$ cat config.mk
export PLATFORM = sky130hd
export DESIGN_NAME = ram_rw_seq
export DESIGN_NICKNAME = d
export VERILOG_FILES = /design/src/rtl/ram_rw_seq_pkg.sv /design/src/rtl/ram_rd_chk.sv /design/src/rtl/ram_rw_seq.sv
export SDC_FILE = /design/constraint.sdc
export NUM_CORES = 1
export LEC_CHECK = 0
export ABC_AREA = 0
export ABC_CLOCK_PERIOD_IN_PS = 6500
export CELL_PAD_IN_SITES_DETAIL_PLACEMENT = 0
export CELL_PAD_IN_SITES_GLOBAL_PLACEMENT = 1
export CORE_ASPECT_RATIO = 0.75
export CORE_MARGIN = 2
export CORE_UTILIZATION = 43
export CTS_CLUSTER_SIZE = 12
export DETAILED_ROUTE_END_ITERATION = 7
export GPL_TIMING_DRIVEN = 0
export PLACE_DENSITY = 0.87
export SLEW_MARGIN = 20
export SYNTH_ARGS = -nofsm -noshare
export SYNTH_HDL_FRONTEND = slang
export SYNTH_HIERARCHICAL = 1
export SYNTH_SLANG_ARGS = --single-unit
$ cat constraint.sdc
create_clock -name sys_clk -period 6.5 [get_ports sys_clk]
set_clock_uncertainty 0.15 [all_clocks]
set_input_delay 0.65 -clock sys_clk [delete_from_list [all_inputs] [get_ports sys_clk]]
set_output_delay 0.65 -clock sys_clk [all_outputs]
set_load 0.01 [all_outputs]
$ cat src/rtl/ram_rw_seq_pkg.sv
// Shared state encoding and counter constants for the RAM read/write sequencer.
package ram_rw_seq_pkg;

   typedef enum logic [2:0] {
      IDLE,
      WRITE,
      READ,
      DRAIN,
      DONE
   } seq_state_t;

   localparam int unsigned PASS_CNT_W = 16;
   localparam int unsigned ERR_CNT_W  = 8;
   localparam logic [ERR_CNT_W-1:0] ERR_CNT_MAX = '1;

   function automatic logic [ERR_CNT_W-1:0] sat_inc(input logic [ERR_CNT_W-1:0] v);
      return (v == ERR_CNT_MAX) ? v : v + 1'b1;
   endfunction

endpackage

$ cat src/rtl/ram_rd_chk.sv
// Read-data checker: carries issue-valid and expected data alongside the RAM
// read latency and flags a one-clock mismatch when the returned word is wrong.
module ram_rd_chk #(
   parameter int unsigned DATA_W = 8,
   parameter int unsigned RD_LAT = 1
) (
   input  logic              i_clk,
   input  logic              i_rst_n,
   input  logic              i_issue,
   input  logic [DATA_W-1:0] i_exp,
   input  logic [DATA_W-1:0] i_rd_data,
   output logic              o_mismatch
);

   localparam int unsigned LAST = RD_LAT - 1;

   logic              r_vld [RD_LAT];
   logic [DATA_W-1:0] r_exp [RD_LAT];

   always_ff @(posedge i_clk or negedge i_rst_n) begin
      if (!i_rst_n) begin
         for (int unsigned i = 0; i < RD_LAT; i++) begin
            r_vld[i] <= 1'b0;
            r_exp[i] <= '0;
         end
      end else begin
         r_vld[0] <= i_issue;
         r_exp[0] <= i_exp;
         for (int unsigned i = 1; i < RD_LAT; i++) begin
            r_vld[i] <= r_vld[i-1];
            r_exp[i] <= r_exp[i-1];
         end
      end
   end

   assign o_mismatch = r_vld[LAST] && (i_rd_data != r_exp[LAST]);

endmodule

$ cat src/rtl/ram_rw_seq.sv
// RAM BIST sequencer: writes a seeded ramp, reads it back, counts miscompares
// and completed passes.
module ram_rw_seq
   import ram_rw_seq_pkg::*;
#(
   parameter int unsigned ADDR_W = 5,
   parameter int unsigned DATA_W = 8,
   parameter int unsigned RD_LAT = 1,
   parameter int unsigned LOOP   = 1
) (
   input  logic                  sys_clk,
   input  logic                  sys_rst_n,
   output logic                  ram_en,
   output logic                  ram_rw_en,
   output logic [ADDR_W-1:0]     ram_addr,
   output logic [DATA_W-1:0]     ram_wr_data,
   input  logic [DATA_W-1:0]     ram_rd_data,
   output logic                  pass_done,
   output logic [PASS_CNT_W-1:0] pass_cnt,
   output logic                  err_flag,
   output logic [ERR_CNT_W-1:0]  err_cnt
);

   localparam logic [ADDR_W-1:0] ADDR_LAST = '1;
   localparam int unsigned       LAT_W     = (RD_LAT > 1) ? $clog2(RD_LAT) : 1;
   localparam logic [LAT_W-1:0]  LAT_LAST  = LAT_W'(RD_LAT - 1);

   seq_state_t            r_state;
   seq_state_t            w_state_nxt;
   logic [LAT_W-1:0]      r_lat;
   logic [LAT_W-1:0]      w_lat_nxt;
   logic [ADDR_W-1:0]     w_addr_nxt;
   logic                  w_pass_end;
   logic [DATA_W-1:0]     r_seed;

   logic                  r_ram_en;
   logic                  r_ram_rw_en;
   logic [ADDR_W-1:0]     r_ram_addr;
   logic [DATA_W-1:0]     r_ram_wr_data;
   logic                  r_pass_done;
   logic [PASS_CNT_W-1:0] r_pass_cnt;
   logic                  r_err_flag;
   logic [ERR_CNT_W-1:0]  r_err_cnt;

   logic                  w_rd_issue;
   logic [DATA_W-1:0]     w_rd_exp;
   logic                  w_mismatch;

   // The registered address output doubles as the phase address counter.
   always_comb begin
      w_state_nxt = r_state;
      w_addr_nxt  = '0;
      w_lat_nxt   = '0;
      w_pass_end  = 1'b0;
      unique case (r_state)
         IDLE: w_state_nxt = WRITE;
         WRITE: begin
            if (r_ram_addr == ADDR_LAST) w_state_nxt = READ;
            else                         w_addr_nxt  = r_ram_addr + 1'b1;
         end
         READ: begin
            if (r_ram_addr == ADDR_LAST) w_state_nxt = DRAIN;
            else                         w_addr_nxt  = r_ram_addr + 1'b1;
         end
         DRAIN: begin
            if (r_lat == LAT_LAST) begin
               w_state_nxt = DONE;
               w_pass_end  = 1'b1;
            end else begin
               w_lat_nxt = r_lat + 1'b1;
            end
         end
         DONE: begin
            if (LOOP != 0) w_state_nxt = WRITE;
         end
         default: w_state_nxt = IDLE;
      endcase
   end

   always_ff @(posedge sys_clk or negedge sys_rst_n) begin
      if (!sys_rst_n) begin
         r_state       <= IDLE;
         r_lat         <= '0;
         r_seed        <= '0;
         r_ram_en      <= 1'b0;
         r_ram_rw_en   <= 1'b0;
         r_ram_addr    <= '0;
         r_ram_wr_data <= '0;
         r_pass_done   <= 1'b0;
         r_pass_cnt    <= '0;
      end else begin
         r_state       <= w_state_nxt;
         r_lat         <= w_lat_nxt;
         r_ram_en      <= (w_state_nxt == WRITE) || (w_state_nxt == READ);
         r_ram_rw_en   <= (w_state_nxt == WRITE);
         r_ram_addr    <= w_addr_nxt;
         r_ram_wr_data <= (w_state_nxt == WRITE) ? DATA_W'(w_addr_nxt) + r_seed : '0;
         r_pass_done   <= w_pass_end;
         // Seed advances only once the pass's last compare has resolved.
         if (w_pass_end) begin
            r_pass_cnt <= r_pass_cnt + 1'b1;
            r_seed     <= r_seed + 1'b1;
         end
      end
   end

   assign w_rd_issue = r_ram_en && !r_ram_rw_en;
   assign w_rd_exp   = DATA_W'(r_ram_addr) + r_seed;

   ram_rd_chk #(
      .DATA_W (DATA_W),
      .RD_LAT (RD_LAT)
   ) u_rd_chk (
      .i_clk      (sys_clk),
      .i_rst_n    (sys_rst_n),
      .i_issue    (w_rd_issue),
      .i_exp      (w_rd_exp),
      .i_rd_data  (ram_rd_data),
      .o_mismatch (w_mismatch)
   );

   always_ff @(posedge sys_clk or negedge sys_rst_n) begin
      if (!sys_rst_n) begin
         r_err_flag <= 1'b0;
         r_err_cnt  <= '0;
      end else if (w_mismatch) begin
         r_err_flag <= 1'b1;
         r_err_cnt  <= sat_inc(r_err_cnt);
      end
   end

   assign ram_en      = r_ram_en;
   assign ram_rw_en   = r_ram_rw_en;
   assign ram_addr    = r_ram_addr;
   assign ram_wr_data = r_ram_wr_data;
   assign pass_done   = r_pass_done;
   assign pass_cnt    = r_pass_cnt;
   assign err_flag    = r_err_flag;
   assign err_cnt     = r_err_cnt;

endmodule

==> impl_metrics.py <==
metrics = {
    "sta": {
        "fin_crit_ns": 3.170,
        "fmax_ghz": 0.3154,
        "setup_viol": 0,
        "setup_ws_ns": 3.330,
        "finalCritPeriodShare": 0.4877,
        "setup_tns_ns": 0,
        "hold_violations": 0,
        "slew_viol_final": 0,
        "worstMarginPinSlew_ns": 0.4079,
        "rsz0062_at_grt": "false",
        "max_slew_margin": 0.7211,
    },
    "critical_path": {
        "path_common_cell": "ha_1",
        "crit_path_max_incr_delay_ns": 0.46,
        "crit_required_ns": 6.62,
        "arrival_ns": 3.29,
        "rr_worst_depth": 10,
        "slowest_stage": "or4_1",
        "crit_chain": "ha_1, and3_1, ha_1, or3_1, nor2_1, ha_1, a211oi_1, o21a_1, or4_1, a21oi_1",
        "worstSetupPathType": "reg -> reg",
        "startpoint_type": "flip-flop",
        "crit_fanout": 5,
        "worstSetupEndpointType": "flip-flop",
    },
    "cells_and_area": {
        "fillCellCount": 591,
        "area_growth_pct": 26.99,
        "final_cell_mix": "61 x dfrtp_1, 49 x clkdlybuf4s50_1, 28 x xor2_1",
        "diodes": 0,
        "final_cells": 419,
        "fin_nets": 357,
        "drive_gt1_frac": 0.1104,
        "final_common_cell": "dfrtp_1",
        "design_area_mm2": 0.003832,
    },
    "synthesis": {
        "async_flop_share": 1.000,
        "netlist_top_cells_area": "dfrtp_1 51%, xor2_1 8.1%, ha_1 6.2%",
        "ys_warn_count": 6,
        "yosysTopAreaCellShare": 0.5058,
        "netlist_area_mm2": 0.003018,
        "synth_top_flop_cell": "dfrtp_1",
        "syn_area_per_cell_um2": 11.26,
        "ys_types": 49,
        "ys_ff_latch": 61,
        "syn_nets": 295,
        "synth_seq_area_share": 0.5058,
        "synth_edf_count": 0,
        "synth_largest_area_cell": "dfrtp_1",
        "synthCells": 268,
    },
    "global_routing": {
        "track_usage": 0.1693,
        "grt_pass1_vias": 2121,
        "grt_max_degree": 43,
        "gr-total-overflow": 0,
        "grt_pass1_wl_um": 10090,
        "antenna_found_initial": 0,
    },
    "place": {
        "pre_cts_ws_ns": 3.347,
        "io_buffer_count": 50,
        "place.gp.congestion": 0.7928,
        "placed_area_mm2": 0.003641,
        "dp.cells": 403,
        "hpwl_um": 4145,
    },
    "clocking": {
        "cts.sinks": 61,
        "cts-buffers-inserted": 9,
        "cts_tree": "built",
        "postCtsHoldBufs": 0,
        "postCtsSetupBuffers": 0,
        "h-tree-depth": 3,
        "cts_resized": 0,
        "clkTransAtPathRegs_ns": 0.07,
        "cts-root-buf": "clkbuf_8",
        "cts_buffer_depth": 2,
        "clock_latency_ns": 0.34,
    },
    "detailed_routing": {
        "drtAntennaViolNets": 0,
        "first_pass_iters": 4,
        "vias": 2121,
        "drt_iter0_markers": 61,
        "drt-wirelength-per-cell_um": 13.94,
        "via_per_inst": 5.062,
        "drcViolationCount": 0,
        "routed_wl_um": 5842,
    },
    "power_and_ir_drop": {
        "power_w": 0.0008225,
        "powerDensity_mw_per_mm2": 214.6,
        "p_leak_nw": 1.791,
        "vdd_ir_drop_max_mv": 0.1027,
    },
    "die": {
        "ios": 51,
        "row_count": 26,
        "chipHeight_um": 76.55,
        "die_x_um": 100.7,
        "start_util": 0.4439,
        "core_region_area_mm2": 0.006799,
        "dieArea_mm2": 0.007711,
    },
    "hold_path": {
        "hold_path_class": "in -> async",
    },
    "run": {
        "cap_violations": 0,
    },
    "status": {
        "outcome": "completed",
    },
}
## through the flow
step                      hold WS [ns]  utilization
final                          0.03551       0.5637
after CTS                      0.02824       0.5637
after detailed placement        0.2995       0.5355
after global routing           0.03847       0.5637
after global placement          0.2978       0.5329
after floorplan                 0.2044            -
## power breakdown
part | total, W | leakage, nW | switching, W | internal (W)
Combinational | 0.0000818 | 0.894 | 0.0000380 | 0.0000438
Clock | 0.000331 | 0.103 | 0.000146 | 0.000185
Sequential | 0.000410 | 0.794 | 0.0000165 | 0.000393
Total | 0.000822 | 1.79 | 0.000200 | 0.000622
## registers in the layout, summed over array words and instances (netlist names)
name,cells
err_flag,1
ram_en,1
ram_rw_en,1
pass_done,1
err_cnt,8
r_state,3
u_rd_chk/r_exp,8
pass_cnt,16
ram_wr_data,8
u_rd_chk/r_vld,1
ram_addr,5
r_seed,8
## critical path, delay by kind of cell, from the launching register on
family,cells,cell delay [ns]
compound gates,3,0.47
flops,1,0.44
simple gates,4,1.36
fa+ha+maj,3,0.69
## cells in the mapped netlist (all sizes together), types with 2 or more instances
library cell,instances
fa,2
o22ai,2
a21oi,8
nand3,14
nor3,6
inv,12
or3,2
buf,4
ha,15
nor3b,3
or2,2
a211oi,2
o21a,3
and3,4
xnor2,19
and2,2
dfrtp,61
mux2,2
nand3b,2
o211ai,2
xor2,28
nor4,7
nand2,21
nor2b,2
nand4,5
nand2b,2
o21ai,7
nor2,19
## cell type report
class                   count  area, um^2  area share
plain buffers               5       31.28    0.008162
clock buffers              11       141.4     0.03689
clock inverters             5       50.05     0.01306
inverters                  12       50.05     0.01306
multi-input cells         190        1410      0.3679
flip-flops and latches     61        1526      0.3983
well taps                  84       105.1     0.02742
repair buffers             51       518.0      0.1352
## final timing paths
check,from,endpoint,slack [ns]
hold / removal,sys_rst_n,ram_wr_data[2],0.04
min in group sys_clk,err_flag,err_flag,0.32
hold reg to reg,err_flag,err_flag,0.32
setup / recovery,ram_addr[0],ram_wr_data[7],3.33
max in group asynchronous,sys_rst_n,u_rd_chk/r_exp[3],5.65
setup reg to reg,ram_addr[0],ram_wr_data[7],3.33
## cells by family after synthesis
| family | Yosys count | synth area share |
|---|---|---|
| adder cells (fa/ha/maj) | 17 | 0.07546 |
| AO/OA/AOI/OAI | 30 | 0.06343 |
| buffers and inverters | 17 | 0.02695 |
| XOR/XNOR | 47 | 0.1364 |
| multiplexers | 2 | 0.007462 |
| AND/OR/NAND/NOR | 94 | 0.1845 |
| flip-flops | 61 | 0.5058 |
## metal layers
| metal | vias to the layer above | wire length [um] | track usage |
|---|---|---|---|
| li1 | 1049 | - | - |
| met1 | 1013 | 2908 | 0.2375 |
| met2 | 51 | 2475 | 0.2380 |
| met3 | 8 | 370 | 0.07248 |
| met4 | 0 | 88 | 0.04932 |
| met5 | - | 0 | 0 |
No activity file was read; power rests on OpenSTA's default activity.
